$ cat src/rtl/pipe_stage_skid.sv
// Handshaked pipeline-stage register with a 2-entry skid buffer.
// MAIN drives the outputs, SKID absorbs one overflow entry so in_ready can be
// a flop with no combinational path from out_ready. Saturating stall counter.
module pipe_stage_skid #(
  parameter int unsigned DATA_W = 64,
  parameter int unsigned N_DATA = 3,
  parameter int unsigned RD_W   = 5,
  parameter int unsigned CTRL_W = 6,
  parameter int unsigned CNT_W  = 16
) (
  input  logic                     clk,
  input  logic                     reset,
  input  logic                     flush,
  input  logic                     in_valid,
  output logic                     in_ready,
  input  logic [N_DATA*DATA_W-1:0] in_data,
  input  logic [RD_W-1:0]          in_rd,
  input  logic [CTRL_W-1:0]        in_ctrl,
  output logic                     out_valid,
  input  logic                     out_ready,
  output logic [N_DATA*DATA_W-1:0] out_data,
  output logic [RD_W-1:0]          out_rd,
  output logic [CTRL_W-1:0]        out_ctrl,
  output logic [CNT_W-1:0]         stall_cnt
);

  localparam int unsigned PayW = N_DATA * DATA_W;
  localparam logic [CNT_W-1:0] CntMax = '1;

  // State encodes occupancy of MAIN/SKID.
  typedef enum logic [1:0] {StEmpty, StOne, StFull} state_e;

  state_e            state_q, state_d;
  logic              in_ready_q, in_ready_d;
  logic [PayW-1:0]   main_data_q, main_data_d;
  logic [RD_W-1:0]   main_rd_q, main_rd_d;
  logic [CTRL_W-1:0] main_ctrl_q, main_ctrl_d;
  logic [PayW-1:0]   skid_data_q, skid_data_d;
  logic [RD_W-1:0]   skid_rd_q, skid_rd_d;
  logic [CTRL_W-1:0] skid_ctrl_q, skid_ctrl_d;
  logic [CNT_W-1:0]  stall_q, stall_d;

  logic valid;
  logic accept;
  logic pop;

  assign valid  = (state_q != StEmpty);
  assign accept = in_valid & in_ready_q;
  assign pop    = valid & out_ready;

  // Next-state for occupancy FSM and entry registers.
  always_comb begin
    state_d     = state_q;
    main_data_d = main_data_q;
    main_rd_d   = main_rd_q;
    main_ctrl_d = main_ctrl_q;
    skid_data_d = skid_data_q;
    skid_rd_d   = skid_rd_q;
    skid_ctrl_d = skid_ctrl_q;

    if (flush) begin
      // Flush wins over accept and pop; any same-cycle accept is dropped.
      state_d = StEmpty;
    end else begin
      unique case (state_q)
        StEmpty: begin
          if (accept) begin
            main_data_d = in_data;
            main_rd_d   = in_rd;
            main_ctrl_d = in_ctrl;
            state_d     = StOne;
          end
        end
        StOne: begin
          if (accept && pop) begin
            main_data_d = in_data;
            main_rd_d   = in_rd;
            main_ctrl_d = in_ctrl;
          end else if (accept) begin
            skid_data_d = in_data;
            skid_rd_d   = in_rd;
            skid_ctrl_d = in_ctrl;
            state_d     = StFull;
          end else if (pop) begin
            state_d = StEmpty;
          end
        end
        StFull: begin
          if (pop) begin
            main_data_d = skid_data_q;
            main_rd_d   = skid_rd_q;
            main_ctrl_d = skid_ctrl_q;
            state_d     = StOne;
          end
        end
        default: state_d = StEmpty;
      endcase
    end
  end

  // in_ready is the registered image of the next occupancy.
  always_comb begin
    in_ready_d = (state_d != StFull);
  end

  // Saturating stall counter; deliberately ignores flush.
  always_comb begin
    stall_d = stall_q;
    if (valid && !out_ready && (stall_q != CntMax)) begin
      stall_d = stall_q + CNT_W'(1);
    end
  end

  // State and entry registers with asynchronous active-low reset.
  always_ff @(posedge clk or negedge reset) begin
    if (!reset) begin
      state_q     <= StEmpty;
      in_ready_q  <= 1'b1;
      main_data_q <= '0;
      main_rd_q   <= '0;
      main_ctrl_q <= '0;
      skid_data_q <= '0;
      skid_rd_q   <= '0;
      skid_ctrl_q <= '0;
      stall_q     <= '0;
    end else begin
      state_q     <= state_d;
      in_ready_q  <= in_ready_d;
      main_data_q <= main_data_d;
      main_rd_q   <= main_rd_d;
      main_ctrl_q <= main_ctrl_d;
      skid_data_q <= skid_data_d;
      skid_rd_q   <= skid_rd_d;
      skid_ctrl_q <= skid_ctrl_d;
      stall_q     <= stall_d;
    end
  end

  // Outputs; rd/ctrl are forced to zero in bubbles.
  always_comb begin
    in_ready  = in_ready_q;
    out_valid = valid;
    out_data  = main_data_q;
    out_rd    = valid ? main_rd_q : '0;
    out_ctrl  = valid ? main_ctrl_q : '0;
    stall_cnt = stall_q;
  end

endmodule
$ cat config.mk
export PLATFORM = sky130hd
export DESIGN_NAME = pipe_stage_skid
export DESIGN_NICKNAME = d
export VERILOG_FILES = /design/src/rtl/pipe_stage_skid.sv
export SDC_FILE = /design/constraint.sdc
export NUM_CORES = 1
export LEC_CHECK = 0
export CORE_UTILIZATION = 43
export DETAILED_ROUTE_END_ITERATION = 6
export DONT_BUFFER_PORTS = 1
export PLACE_DENSITY = 0.69
export SLEW_MARGIN = 20
export SYNTH_ARGS = -nofsm -noshare
export SYNTH_HDL_FRONTEND = slang
export SYNTH_SLANG_ARGS = --single-unit
$ cat constraint.sdc
create_clock -name clk -period 3.97 [get_ports clk]
set_input_delay 1.191 -clock clk [delete_from_list [all_inputs] [get_ports clk]]
set_output_delay 1.191 -clock clk [all_outputs]
set_load 0.01 [all_outputs]
==> qor.txt, run 1 <==
Worst-Skew Late Latency: 0.57 ns
Setup violators final: 0
Final slew viol count: 200
Drt via density: 5.23
Post-CTS Hold Buffers: 0
Comb power frac: 12.6%
P per Cell Area: 582 mW/mm2
CP peak stage delay: 0.53 ns
Final HPWL DP: 27500 um
Sw Share: 26.3%
Worst setup SP type: flip-flop
Setup Buffers After CTS: 0
DR vias: 11500
WS Path Type: reg -> out
Clk pwr share: 34.7%
Worst hold path type: in -> async
Final hold vios: 0
I/O Buffers: 0
Cell internal pwr: 8940 uW
Worst slack at placement: 1.02 ns
RSZ-0062 raised after global routing: no
Die area: 0.0448 mm2
VDD IR-drop max: 0.422 mV
Clock-pin slew on the worst setup and hold paths: 0.06 ns
Synth Area in Adders: 0.0663%
Num CTS Buffers: 46
Multi-input gate area: 0.00773 mm2
Crit Reg-Reg Endpoint: out_data[41]
Main combinational cell family by area after synthesis: multiplexers
Net Switching: 3200 uW
Area Overhead vs Synth: 10.4%
Pre-antenna DRT Iters: 4
Commonest non-fill, non-tap cell in the layout: nand2_1
Max Root-Sink Buffers: 3
Top Family by Delay on Critical Path: flip-flops
Post-synthesis register bit count: 425
# resized after CTS: 0
Gp weighted congestion: 0.790
CP Capture Type: primary output
Final Cell Area: 0.0208 mm2
Crit path max fanout: 12
DP Area: 0.0194 mm2
ANT nets after route: 0
Synth area leaders: dfrtp_1 (56%), mux2_2 (15%), nand2_1 (12%), mux2_4 (6.4%), mux2_1 (4.1%)
Synth unique cells: 37
Final wirelength: 42600 um
Clk sinks: 425
Synth area leader: dfrtp_1
F_max: 343 MHz
Post-Synth XOR/XNOR Area: 0.742%
Syn_nets: 1821
Sequential cell area: 0.0106 mm2
Number of fill cells: 3838
Relative slew slack: -39.6%
Htree depth: 2
Minimum clock period: 2.92 ns
Sequential share of the synthesized area: 56.3%
Crit path required time: 2.78 ns
CTS root buffer: clkbuf_16
Register share of total power: 52.8%
GRT overflow: 0
CP Launch Point: state_q[0]
Mux cell area share after synthesis: 25.9%
First-pass GRT wire length: 66400 um
FP Rows: 76
Initial antenna violation count: 0
Mapped Cells: 1612
Layout Nets: 1800
GRT Total Usage: 18.8%
Setup TNS: 0 ns
Die height: 212 um
Simple-Gate Fraction of Synth Area: 13.8%
DRT iter0 DRCs: 670
Worst hold slack: 0.332 ns
Commonest non-fill, non-tap cells in the layout: nand2_1 (614), dfrtp_1 (424), mux2_2 (259)
Share of cells above drive strength 1: 27.3%
Worst slew pin tran: 2.09 ns
Synth Area in Compound Gates: 0.265%
Reg2reg path depth: 6
Largest net degree at the start of global routing: 426
Cell Area, Synth: 0.0189 mm2
CP Cell Sequence: nor2_1 -> buf_4 -> nor2b_1
IO Count: 429
Worst Clk Skew: 0.0208 ns
Number of global-route vias before repair: 11900
CP max-delay cell: dfrtp_1
Wire length per cell: 19.3 um
Status: finished, violations left
Diodes inserted: 0
CTS tree: yes
Failing checks: max-slew violations
Die width: 212 um
Yosys warnings: 0
Max_cap viols: 0
Initial Util: 43.7%
# DRC: 0
Final setup margin: 1.05 ns
R2R Path Start: state_q[1]
CP Data Arrival Time: 1.73 ns
Worst path buffer plus inverter count: 1
Syn Area/Cell: 11.7 um2
Leakage: 0.00996 uW
Synth top area share: 56.2%
Flop-to-flop setup slack: 1.55 ns
Core Box Area: 0.0432 mm2
Final worst-path cycle share: 73.5%
[cell families (layout without fill, tap and decap cells)]
group,count (synthesis),count (layout)
AOI/OAI and AO/OA,6,6
xor gates and xnor gates,16,16
buffers and inverters,95,106
muxes,407,407
adders and majority gates,1,1
DFF,425,425
and+or+nand+nor,662,662
[flip-flops by register name, summed over array words and instances (netlist names)]
| signal | flops |
|---|---|
| main_ctrl_q | 6 |
| in_ready | 1 |
| skid_data_q | 192 |
| out_data | 192 |
| skid_ctrl_q | 6 |
| stall_cnt | 16 |
| skid_rd_q | 5 |
| state_q | 2 |
| main_rd_q | 5 |
[power by group through the flow]
stage / clock, uW / combinational (uW) / sequential [uW]
2_1_floorplan: 0 / 1370 / 6190
3_3_place_gp: 0 / 1450 / 6420
3_5_place_dp: 0 / 1550 / 6470
4_1_cts: 4320 / 1550 / 6400
5_1_grt: 4500 / 1670 / 6550
6_report: 4210 / 1520 / 6410
[final cells by class]
type                       instances  area share, %
clock inverter                    17          0.852
clock buffer                      63           6.22
timing repair buffer              24           1.28
sequential                       425           51.0
inverter                           2         0.0360
multi-input combinational       1092           37.1
tap                              585           3.51
[worst reg2reg max path, stage by stage, from the launching register on]
cell,delay [ns]
dfrtp_1,0.48
nor2b_4,0.24
buf_12,0.60
buf_4,0.65
nand2_1,0.11
nand2_1,0.12
mux2_4,0.15
[how the worst max path moves through the flow]
| stage | end | slack (ns) | cells past startpoint |
|---|---|---|---|
| final | out_ctrl[1] | 1.05 | 3 |
| after global routing | out_ctrl[5] | 0.97 | 3 |
| after CTS | out_ctrl[1] | 1.02 | 3 |
| after detailed placement | skid_data_q[135] | 1.02 | 4 |
| after global placement | skid_data_q[86] | 1.09 | 4 |
| after floorplan | skid_data_q[121] | 1.59 | 5 |
[per-stage QoR]
| step | cells | utilization [%] | power (uW) |
|---|---|---|---|
| 3_5_place_dp | 2128 | 44.9 | 8010 |
| 3_3_place_gp | 2128 | 44.9 | 7870 |
| 5_1_grt | 2208 | 48.3 | 12700 |
| 4_1_cts | 2208 | 48.3 | 12300 |
| 2_1_floorplan | 1612 | - | 7550 |
| 6_report | 2208 | 48.3 | 12100 |
[synth_stat cells]
master	instances
nor4_1	3
xor2_1	9
o2111ai_1	1
nand3b_1	1
nand3_1	7
nor3_1	5
nor3b_1	1
mux2_1	68
buf_6	19
nand2b_1	3
ha_1	1
inv_1	2
nor2b_1	12
or4_1	1
buf_2	35
dfstp_2	1
nand2_1	614
mux2_4	80
o211ai_1	1
nand4_1	3
mux2_2	259
nor4_4	1
a22oi_2	1
and3b_1	1
a2bb2oi_1	1
nand4_2	1
nor2_1	5
buf_4	1
or2_2	2
nor2_4	1
buf_1	5
xnor2_1	7
dfrtp_1	424
a21oi_1	1
nor4b_1	1
clkbuf_1	33
o21bai_1	1
[layer usage]
layer	vias up	track usage, %	routed length [um]
met1	5849	22.2	16500
met2	358	30.0	20200
li1	5251	-	-
met4	0	6.75	1340
met3	87	8.49	4600
met5	-	0	0
(Power assumes the default switching activity.)
==> inputs of run 2 (changes only) <==
==> constraint.sdc (replaced) <==
create_clock -name clk -period 2.7 [get_ports clk]
set_input_delay 0.81 -clock clk [delete_from_list [all_inputs] [get_ports clk]]
set_output_delay 0.81 -clock clk [all_outputs]
set_load 0.01 [all_outputs]
==> qor.txt, run 2 (same netlist as run 1, synthesis figures left out) <==
CP Capture Type: primary output
Commonest non-fill, non-tap cell in the layout: nand2_1
Die area: 0.0448 mm2 (unchanged)
Register share of total power: 52.5% (-0.3 points)
Core Box Area: 0.0432 mm2 (unchanged)
Max_cap viols: 0 (unchanged)
Final slew viol count: 0 (-100%)
Setup Buffers After CTS: 0 (unchanged)
Clk pwr share: 34.7% (about the same)
ANT nets after route: 0 (unchanged)
Clock-pin slew on the worst setup and hold paths: 0.06 ns (about the same)
CP max-delay cell: dfrtp_1
I/O Buffers: 0 (unchanged)
Final HPWL DP: 28700 um (+4.5%)
CP Data Arrival Time: 1.71 ns (-0.02 ns)
Layout Nets: 1824 (+1.3%)
F_max: 396 MHz
FP Rows: 76 (unchanged)
# resized after CTS: 0 (unchanged)
Htree depth: 2 (unchanged)
Final wirelength: 42900 um (+0.76%)
Leakage: 0.0101 uW (+1.8%)
Total Power: 18000 uW (+48%)
CP Cell Sequence: nor2_1 -> buf_4 -> nor2b_1
Num CTS Buffers: 44 (-4.3%)
# DRC: 0 (unchanged)
Setup violators final: 0 (unchanged)
Placed cells: 2154 (+1.2%)
Worst hold path type: in -> async
Worst slew pin tran: 1.06 ns (-1.04 ns)
Multi-input gate area: 0.00773 mm2 (unchanged)
GRT Total Usage: 19.0% (+0.20 points)
Drt via density: 5.19 (-0.78%)
Minimum clock period: 2.52 ns
Largest net degree at the start of global routing: 426 (unchanged)
Number of fill cells: 3768 (-1.8%)
Worst Clk Skew: 0.0218 ns (+0.000953 ns)
First-pass GRT wire length: 66800 um (+0.57%)
Gp weighted congestion: 0.791 (about the same)
Crit path required time: 1.89 ns (-0.89 ns)
Initial antenna violation count: 0 (unchanged)
Area Overhead vs Synth: 12.1%
Comb power frac: 12.7% (about the same)
Worst hold slack: -0.0348 ns (-0.367 ns)
Wire length per cell: 19.2 um (-0.19%)
VDD IR-drop max: 0.647 mV (+53%)
DRT iter0 DRCs: 670 (unchanged)
Final worst-path cycle share: 93.5%
Max Root-Sink Buffers: 3 (unchanged)
Worst setup SP type: flip-flop
Die height: 212 um (unchanged)
Sequential cell area: 0.0106 mm2 (unchanged)
Sw Share: 25.8% (-0.55 points)
Relative slew slack: 29.4% (+69 points)
Share of cells above drive strength 1: 28.3% (+1.1 points)
Clk sinks: 425 (unchanged)
GRT overflow: 0 (unchanged)
CP peak stage delay: 0.54 ns (about the same)
WS Path Type: reg -> out
Failing checks: negative hold slack
Cell internal pwr: 13300 uW (+49%)
P per Cell Area: 848 mW/mm2 (+46%)
Net Switching: 4630 uW (+45%)
Finished Layout Cells: 2229 (+0.95%)
Commonest non-fill, non-tap cells in the layout: nand2_1 (614), dfrtp_1 (424), mux2_2 (259)
IO Count: 429 (unchanged)
RSZ-0062 raised after global routing: no
CTS root buffer: clkbuf_16
Final hold vios: 38 (+38)
DR vias: 11600 (+0.16%)
Die width: 212 um (unchanged)
Diodes inserted: 0 (unchanged)
Initial Util: 43.7% (unchanged)
Worst-Skew Late Latency: 0.56 ns (about the same)
Status: finished, violations left
Pre-antenna DRT Iters: 4 (unchanged)
CTS tree: yes
Crit path max fanout: 12 (unchanged)
Number of global-route vias before repair: 11800 (-0.15%)
Setup TNS: 0 ns (unchanged)
[run 2: critical path: cells and delay by family (launching register included)]
family / cells / cell delay, ns
buf+inv: 1 / 0.20
flops: 1 / 0.54
simple gates: 2 / 0.42
[run 2: routing by layer]
| layer | vias to the layer above | share of wire, % | global-route usage (%) |
|---|---|---|---|
| met1 | 5807 | 39 | 22.4 |
| li1 | 5299 | - | - |
| met3 | 80 | 10 | 7.61 |
| met5 | - | 0 | 0 |
| met4 | 0 | 3.2 | 7.52 |
| met2 | 378 | 47 | 30.7 |
[run 2: power groups by stage]
stage	clock, uW	sequential, uW	combinational (uW)
floorplan	0	9100	2010
global placement	0	9440	2180
detailed placement	0	9520	2310
CTS	6420	9420	2320
global route	6680	9620	2510
finish	6240	9430	2290
[run 2: worst paths after layout]
kind	start	endpoint	slack, ns	cells after the start
max reg2reg	stall_cnt[0]	stall_cnt[1]	0.56	5
max	state_q[0]	out_rd[4]	0.18	3
max in group asynchronous	reset	skid_data_q[129]	2.00	0
min reg2reg	main_ctrl_q[5]	main_ctrl_q[5]	0.50	1
min in group clk	flush	state_q[0]	0.31	1
min	reset	out_data[68]	-0.03	0
[run 2: through the flow]
| stage | hold WS (ns) | cell area, um2 | setup WS (ns) | util [%] |
|---|---|---|---|---|
| floorplan | 0.473 | 18900 | 0.702 | - |
| global placement | 0.485 | 19700 | 0.412 | 45.6 |
| detailed placement | 0.490 | 19700 | 0.356 | 45.6 |
| CTS | -0.0942 | 21200 | 0.139 | 49.0 |
| global route | -0.0814 | 21200 | 0.0710 | 49.0 |
| finish | -0.0348 | 21200 | 0.176 | 49.0 |
[run 2: layout make-up]
| cell class | count | area share [%] |
|---|---|---|
| inverters | 2 | 0.0355 |
| clock inverters | 12 | 0.892 |
| well taps | 585 | 3.46 |
| clock buffers | 63 | 6.11 |
| repair buffers | 50 | 2.78 |
| flip-flops and latches | 425 | 50.2 |
| multi-input cells | 1092 | 36.5 |
